$ cat src/rtl/calc_display_if.sv
// Bus between the calc result source and the 7-segment display driver.
// Bundles the result word, load strobe, format select and the display outputs.
interface calc_display_if;
    logic [15:0] value;
    logic        load;
    logic        dec_mode;
    logic [3:0]  an;
    logic [6:0]  seg;
    logic        dp;
    logic        busy;

    modport master (
        output value, load, dec_mode,
        input  an, seg, dp, busy
    );

    modport slave (
        input  value, load, dec_mode,
        output an, seg, dp, busy
    );
endinterface

$ cat src/rtl/calc_display.sv
// Shows a 16-bit result on a 4-digit multiplexed 7-segment display, as hex or as
// signed decimal converted by a sequential double-dabble engine.
module calc_display #(
    parameter int unsigned REFRESH_DIV = 16
) (
    input logic           clk,
    input logic           rst_n,
    calc_display_if.slave bus
);
    localparam int unsigned CW = (REFRESH_DIV > 1) ? $clog2(REFRESH_DIV) : 1;
    localparam logic [4:0] CodeBlank = 5'h10;
    localparam logic [4:0] CodeMinus = 5'h11;

    typedef enum logic [1:0] {StIdle, StConv, StCommit} state_t;

    state_t          state_q, state_d;
    logic [15:0]     mag_q, mag_d;
    logic [19:0]     bcd_q, bcd_d;
    logic [3:0]      iter_q, iter_d;
    logic            sign_q, sign_d;
    logic [3:0][4:0] dbuf_q, dbuf_d;
    logic [3:0][4:0] fmt;
    logic [19:0]     adj;
    logic [CW-1:0]   cnt_q;
    logic [1:0]      idx_q;
    logic [3:0]      an_q;
    logic [6:0]      seg_q;

    function automatic logic [6:0] seg_of(input logic [4:0] code);
        logic [6:0] s;
        case (code)
            5'h00:   s = 7'b1000000;
            5'h01:   s = 7'b1111001;
            5'h02:   s = 7'b0100100;
            5'h03:   s = 7'b0110000;
            5'h04:   s = 7'b0011001;
            5'h05:   s = 7'b0010010;
            5'h06:   s = 7'b0000010;
            5'h07:   s = 7'b1111000;
            5'h08:   s = 7'b0000000;
            5'h09:   s = 7'b0010000;
            5'h0A:   s = 7'b0001000;
            5'h0B:   s = 7'b0000011;
            5'h0C:   s = 7'b1000110;
            5'h0D:   s = 7'b0100001;
            5'h0E:   s = 7'b0000110;
            5'h0F:   s = 7'b0001110;
            5'h11:   s = 7'b0111111;
            default: s = 7'b1111111;
        endcase
        return s;
    endfunction

    // Scanning free-runs; an/seg are registered so they trail idx_q by one cycle.
    always_ff @(posedge clk or negedge rst_n) begin
        if (!rst_n) begin
            cnt_q <= '0;
            idx_q <= 2'd0;
            an_q  <= 4'b1110;
            seg_q <= 7'b1000000;
        end else begin
            if (cnt_q == CW'(REFRESH_DIV - 1)) begin
                cnt_q <= '0;
                idx_q <= idx_q + 2'd1;
            end else begin
                cnt_q <= cnt_q + CW'(1);
            end
            an_q  <= ~(4'b0001 << idx_q);
            seg_q <= seg_of(dbuf_q[idx_q]);
        end
    end

    // Double-dabble correction of every BCD nibble before the shift.
    always_comb begin
        adj = bcd_q;
        for (int k = 0; k < 5; k++) begin
            if (bcd_q[4*k +: 4] >= 4'd5) adj[4*k +: 4] = bcd_q[4*k +: 4] + 4'd3;
        end
    end

    // Decimal formatting of the finished BCD value.
    always_comb begin
        int msd;
        fmt = '0;
        msd = 0;
        for (int k = 1; k < 4; k++) begin
            if (bcd_q[4*k +: 4] != 4'd0) msd = k;
        end
        if (bcd_q[19:16] != 4'd0 || (sign_q && bcd_q[15:12] != 4'd0)) begin
            fmt = {4{CodeMinus}};
        end else begin
            for (int k = 0; k < 4; k++) begin
                if (k > msd) fmt[k] = CodeBlank;
                else         fmt[k] = {1'b0, bcd_q[4*k +: 4]};
                if (sign_q && k == msd + 1) fmt[k] = CodeMinus;
            end
        end
    end

    always_comb begin
        state_d = state_q;
        mag_d   = mag_q;
        bcd_d   = bcd_q;
        iter_d  = iter_q;
        sign_d  = sign_q;
        dbuf_d  = dbuf_q;
        if (bus.load) begin
            // A load always wins, aborting any conversion in flight.
            if (bus.dec_mode) begin
                sign_d  = bus.value[15];
                mag_d   = bus.value[15] ? (~bus.value + 16'd1) : bus.value;
                bcd_d   = '0;
                iter_d  = '0;
                state_d = StConv;
            end else begin
                dbuf_d  = {{1'b0, bus.value[15:12]}, {1'b0, bus.value[11:8]},
                           {1'b0, bus.value[7:4]},   {1'b0, bus.value[3:0]}};
                state_d = StIdle;
            end
        end else begin
            case (state_q)
                StIdle: ;
                StConv: begin
                    {bcd_d, mag_d} = {adj[18:0], mag_q, 1'b0};
                    iter_d         = iter_q + 4'd1;
                    if (iter_q == 4'd15) state_d = StCommit;
                end
                StCommit: begin
                    dbuf_d  = fmt;
                    state_d = StIdle;
                end
                default: state_d = StIdle;
            endcase
        end
    end

    always_ff @(posedge clk or negedge rst_n) begin
        if (!rst_n) begin
            state_q <= StIdle;
            mag_q   <= '0;
            bcd_q   <= '0;
            iter_q  <= '0;
            sign_q  <= 1'b0;
            dbuf_q  <= '0;
        end else begin
            state_q <= state_d;
            mag_q   <= mag_d;
            bcd_q   <= bcd_d;
            iter_q  <= iter_d;
            sign_q  <= sign_d;
            dbuf_q  <= dbuf_d;
        end
    end

    assign bus.an   = an_q;
    assign bus.seg  = seg_q;
    assign bus.dp   = 1'b1;
    assign bus.busy = (state_q != StIdle);
endmodule

$ cat src/flat_wrapper.sv
// flat-port wrapper written by rule: the top's interface ports become plain ports
module calc_display_flat 
#(
    parameter int unsigned REFRESH_DIV = 16
)
  (clk, rst_n, bus_value, bus_load, bus_dec_mode, bus_an, bus_seg, bus_dp, bus_busy);
  calc_display_if bus_i ();
  input logic clk;
  input logic rst_n;
  input wire logic [$bits(bus_i.value)-1:0] bus_value;
  input wire logic [$bits(bus_i.load)-1:0] bus_load;
  input wire logic [$bits(bus_i.dec_mode)-1:0] bus_dec_mode;
  output wire logic [$bits(bus_i.an)-1:0] bus_an;
  output wire logic [$bits(bus_i.seg)-1:0] bus_seg;
  output wire logic [$bits(bus_i.dp)-1:0] bus_dp;
  output wire logic [$bits(bus_i.busy)-1:0] bus_busy;
  assign bus_i.value = bus_value;
  assign bus_i.load = bus_load;
  assign bus_i.dec_mode = bus_dec_mode;
  assign bus_an = bus_i.an;
  assign bus_seg = bus_i.seg;
  assign bus_dp = bus_i.dp;
  assign bus_busy = bus_i.busy;
  calc_display #(.REFRESH_DIV(REFRESH_DIV)) u_core (.clk(clk), .rst_n(rst_n), .bus(bus_i));
endmodule
$ cat config.mk
export PLATFORM = sky130hd
export DESIGN_NAME = calc_display_flat
export DESIGN_NICKNAME = d
export VERILOG_FILES = /design/src/rtl/calc_display_if.sv /design/src/rtl/calc_display.sv /design/src/flat_wrapper.sv
export SDC_FILE = /design/constraint.sdc
export NUM_CORES = 1
export LEC_CHECK = 0
export ABC_AREA = 0
export CAP_MARGIN = 20
export CORE_UTILIZATION = 28
export CTS_CLUSTER_DIAMETER = 60
export DETAILED_ROUTE_END_ITERATION = 10
export GPL_ROUTABILITY_DRIVEN = 0
export SYNTH_ARGS = -nofsm -noshare
export SYNTH_HDL_FRONTEND = slang
export SYNTH_SLANG_ARGS = --single-unit
export TNS_END_PERCENT = 5
$ cat constraint.sdc
create_clock -name clk -period 3.1 [get_ports clk]
set_clock_uncertainty 0.2 [all_clocks]
set_input_delay 0.62 -clock clk [delete_from_list [all_inputs] [get_ports clk]]
set_output_delay 0.62 -clock clk [all_outputs]
set_load 0.005 [all_outputs]
==> impl_metrics.tcl <==
set metrics [dict create \
    status "finished clean" \
    setup_violations 0 \
    async_reset_ff_frac 1.00 \
    ys_ff_latch 80 \
    synth_cell_types 67 \
    fp.dieH_um 130 \
    drt_iter0_markers 311 \
    coreArea_mm2 0.0159 \
    io_buffers 31 \
    clock_path_buffers 2 \
    cp.required_ps 3160 \
    synth_flop_cell "dfrtp_1" \
    core.rowCount 46 \
    chipWidth_um 130 \
    worst_slew_pin_slew_ps 554 \
    slew_headroom 0.631 \
    antenna_left 0 \
    ir_drop_mv 0.288 \
    max_stage_delay_ps 580 \
    hold_path_class "in -> async" \
    critPathCaptureType "flip-flop" \
    dpl-instance-area_mm2 0.00516 \
    syn_area_mm2 0.00459 \
    routed_wl_um 10800 \
    synth_nets 501 \
    grt_start_max_net_pins 44 \
    htree_levels 3 \
    drc 0 \
    cpMostUsedCell "o21ai_0" \
    grt_pass1_vias 3453 \
    insertion_delay_ps 340 \
    final_util 0.346 \
    post_cts_buffers 0 \
    cts_resized 0 \
    ys_seq_area_frac 0.437 \
    grt-ovfl-total 0 \
    period_share 0.839 \
    diodes 0 \
    ios 33 \
    hold_viol_final 0 \
    die_area_mm2 0.0169 \
    synth_edf_count 0 \
    yosysWarnings 0 \
    syn_area_per_cell_um2 10.0 \
    area_delta_synth_final_pct 20.1 \
    wl_per_cell_um 15.1 \
    antenna_found_initial 0 \
    power_density_mw_per_mm2 537 \
    track_usage 0.137 \
    critPathKind "in -> reg" \
    rsz0062_at_grt "no" \
    viasPerCell 4.99 \
    nets 536 \
    cts-root-buf "clkbuf_16" \
    numClockSinks 80 \
    cts_tree "done" \
    path_cells "clkdlybuf4s50_1, inv_1, ha_1, or4b_2, o21ai_0, mux2_2, o21ai_0" \
    cts.clk_slew.worst_paths_ps 60 \
    start_kind "primary input" \
    vias 3561 \
    max_freq_mhz 385 \
    finalSetupTns_ps 0 \
    slowest_stage "or4b_2" \
    drv_slew 0 \
    hpwl_um 8050 \
    final_area_mm2 0.00551 \
    synthesis.instances 458 \
    arrival_ps 2660 \
    grt_pass1_wl_um 17800 \
    nFillCells 1621 \
    start_util 0.288 \
    hold_buffers 0 \
    min_period_ps 2600 \
    drive_gt1_frac 0.145 \
    cts_made_buffers 9 \
    power_leakage_nw 2.35 \
    drt-pass1-iter-count 4 \
    maxCapViolations 0 \
    worst-path-max-fanout 5 \
]
[logic make-up (layout without fill, tap and decap cells)]
family / Yosys count / after routing / share of synthesized area
flops: 80 / 80 / 0.437
simple gates: 129 / 129 / 0.149
fa+ha+maj: 23 / 23 / 0.0627
mux: 29 / 29 / 0.0804
other cells: 1 / 1 / 0.000817
buf+inv: 53 / 93 / 0.0537
xor+xnor: 13 / 13 / 0.0248
compound gates: 130 / 130 / 0.191
[synthesized netlist by cell type, drive strengths merged (2+ instances only)]
library cell  number  area [um^2]
dfrtp             76         1900
o21ai             45          229
nand2             35          131
nor2              30          113
inv               29          109
a21oi             24          131
ha                23          288
nand3             18         90.1
mux2              13          146
buf               12         81.3
clkbuf            12         56.3
mux2i             11          110
a221oi             9         78.8
a31oi              9         56.3
xnor2              8         70.1
nand2b             7         43.8
o31ai              7         52.6
a32o               6         60.1
nor3b              6         45.0
mux4               5          113
nand4              5         31.3
or3b               5         43.8
xor2               5         43.8
dfstp              4          105
o32ai              4         35.0
or3                4         31.3
a21o               3         22.5
a22o               3         26.3
a32oi              3         26.3
and2               3         18.8
nor3               3         15.0
nor4               3         33.8
o211ai             3         22.5
a31o               2         17.5
and3b              2         17.5
o22ai              2         12.5
or4b               2         23.8
[state kept, by name, indices dropped and copies added (netlist names)]
register and cells:
u_core.bcd_q 20, u_core.dbuf_q 20, u_core.mag_q 16, u_core.bus.seg 7, u_core.bus.an 4, u_core.cnt_q 4
u_core.iter_q 4, u_core.idx_q 2, u_core.state_q 2, u_core.sign_q 1
[layout make-up]
cell class | count | area, um^2 | area share
multi-input combinational | 325 | 2340 | 0.424
sequential | 80 | 2010 | 0.364
inverter | 29 | 109 | 0.0197
clock buffer | 11 | 253 | 0.0458
clock inverter | 5 | 103 | 0.0186
timing repair buffer | 48 | 435 | 0.0790
tap | 216 | 270 | 0.0490
[path summary, 6_finish.rpt]
kind,startpoint,cells after the start,to,slack [ps]
hold / removal,rst_n,1,u_core.bus.an[0]$_DFF_PN0_,70
min in group clk,u_core.dbuf_q[9]$_DFFE_PN0P_,1,u_core.dbuf_q[9]$_DFFE_PN0P_,280
hold reg to reg,u_core.dbuf_q[9]$_DFFE_PN0P_,1,u_core.dbuf_q[9]$_DFFE_PN0P_,280
setup reg to reg,u_core.bcd_q[12]$_DFFE_PN0P_,6,u_core.dbuf_q[19]$_DFFE_PN0P_,650
setup / recovery,bus_value[1],7,u_core.mag_q[6]$_DFFE_PN0P_,500
max in group asynchronous,rst_n,2,u_core.bus.seg[6]$_DFF_PN1_,1900
[metrics by stage]
stage	cells	power, mW	hold WS [ps]	worst slack (ps)
after global placement	698	1.72	263	215
after CTS	714	3.00	85.6	493
after detailed placement	698	1.74	262	134
after floorplan	458	1.53	124	772
after global routing	714	3.12	106	401
final	714	2.96	68.3	500
[power breakdown]
group / switching, mW / internal, mW / total [mW]
combinational: 0.251 / 0.233 / 0.484
clock: 0.422 / 0.829 / 1.25
sequential: 0.0700 / 1.16 / 1.23
[cells in the final DEF (no fill, tap or decap), types with 11 or more instances in the layout]
| cell | n |
|---|---|
| inv_1 | 29 |
| o21ai_0 | 42 |
| clkdlybuf4s50_1 | 30 |
| nand2_1 | 35 |
| nor2_1 | 30 |
| mux2i_1 | 11 |
| mux2_2 | 13 |
| dfrtp_1 | 76 |
| buf_4 | 18 |
| nand3_1 | 18 |
| ha_1 | 23 |
| a21oi_1 | 23 |
[layer usage]
metal / global-route usage / vias up / wire length, um
met1: 0.180 / 1739 / 4970
met4: 0.0602 / 0 / 216
met5: 0 / - / 0
met3: 0.0238 / 16 / 436
li1: - / 1735 / -
met2: 0.220 / 71 / 5190
[critical path, delay by kind of cell]
family	cells	cell delay, ps
adder cells (fa/ha/maj)	1	180
AND/OR/NAND/NOR	1	580
multiplexers	1	350
buffers and inverters	2	580
AO/OA/AOI/OAI	2	340
Power figures use the tool's default switching activity.
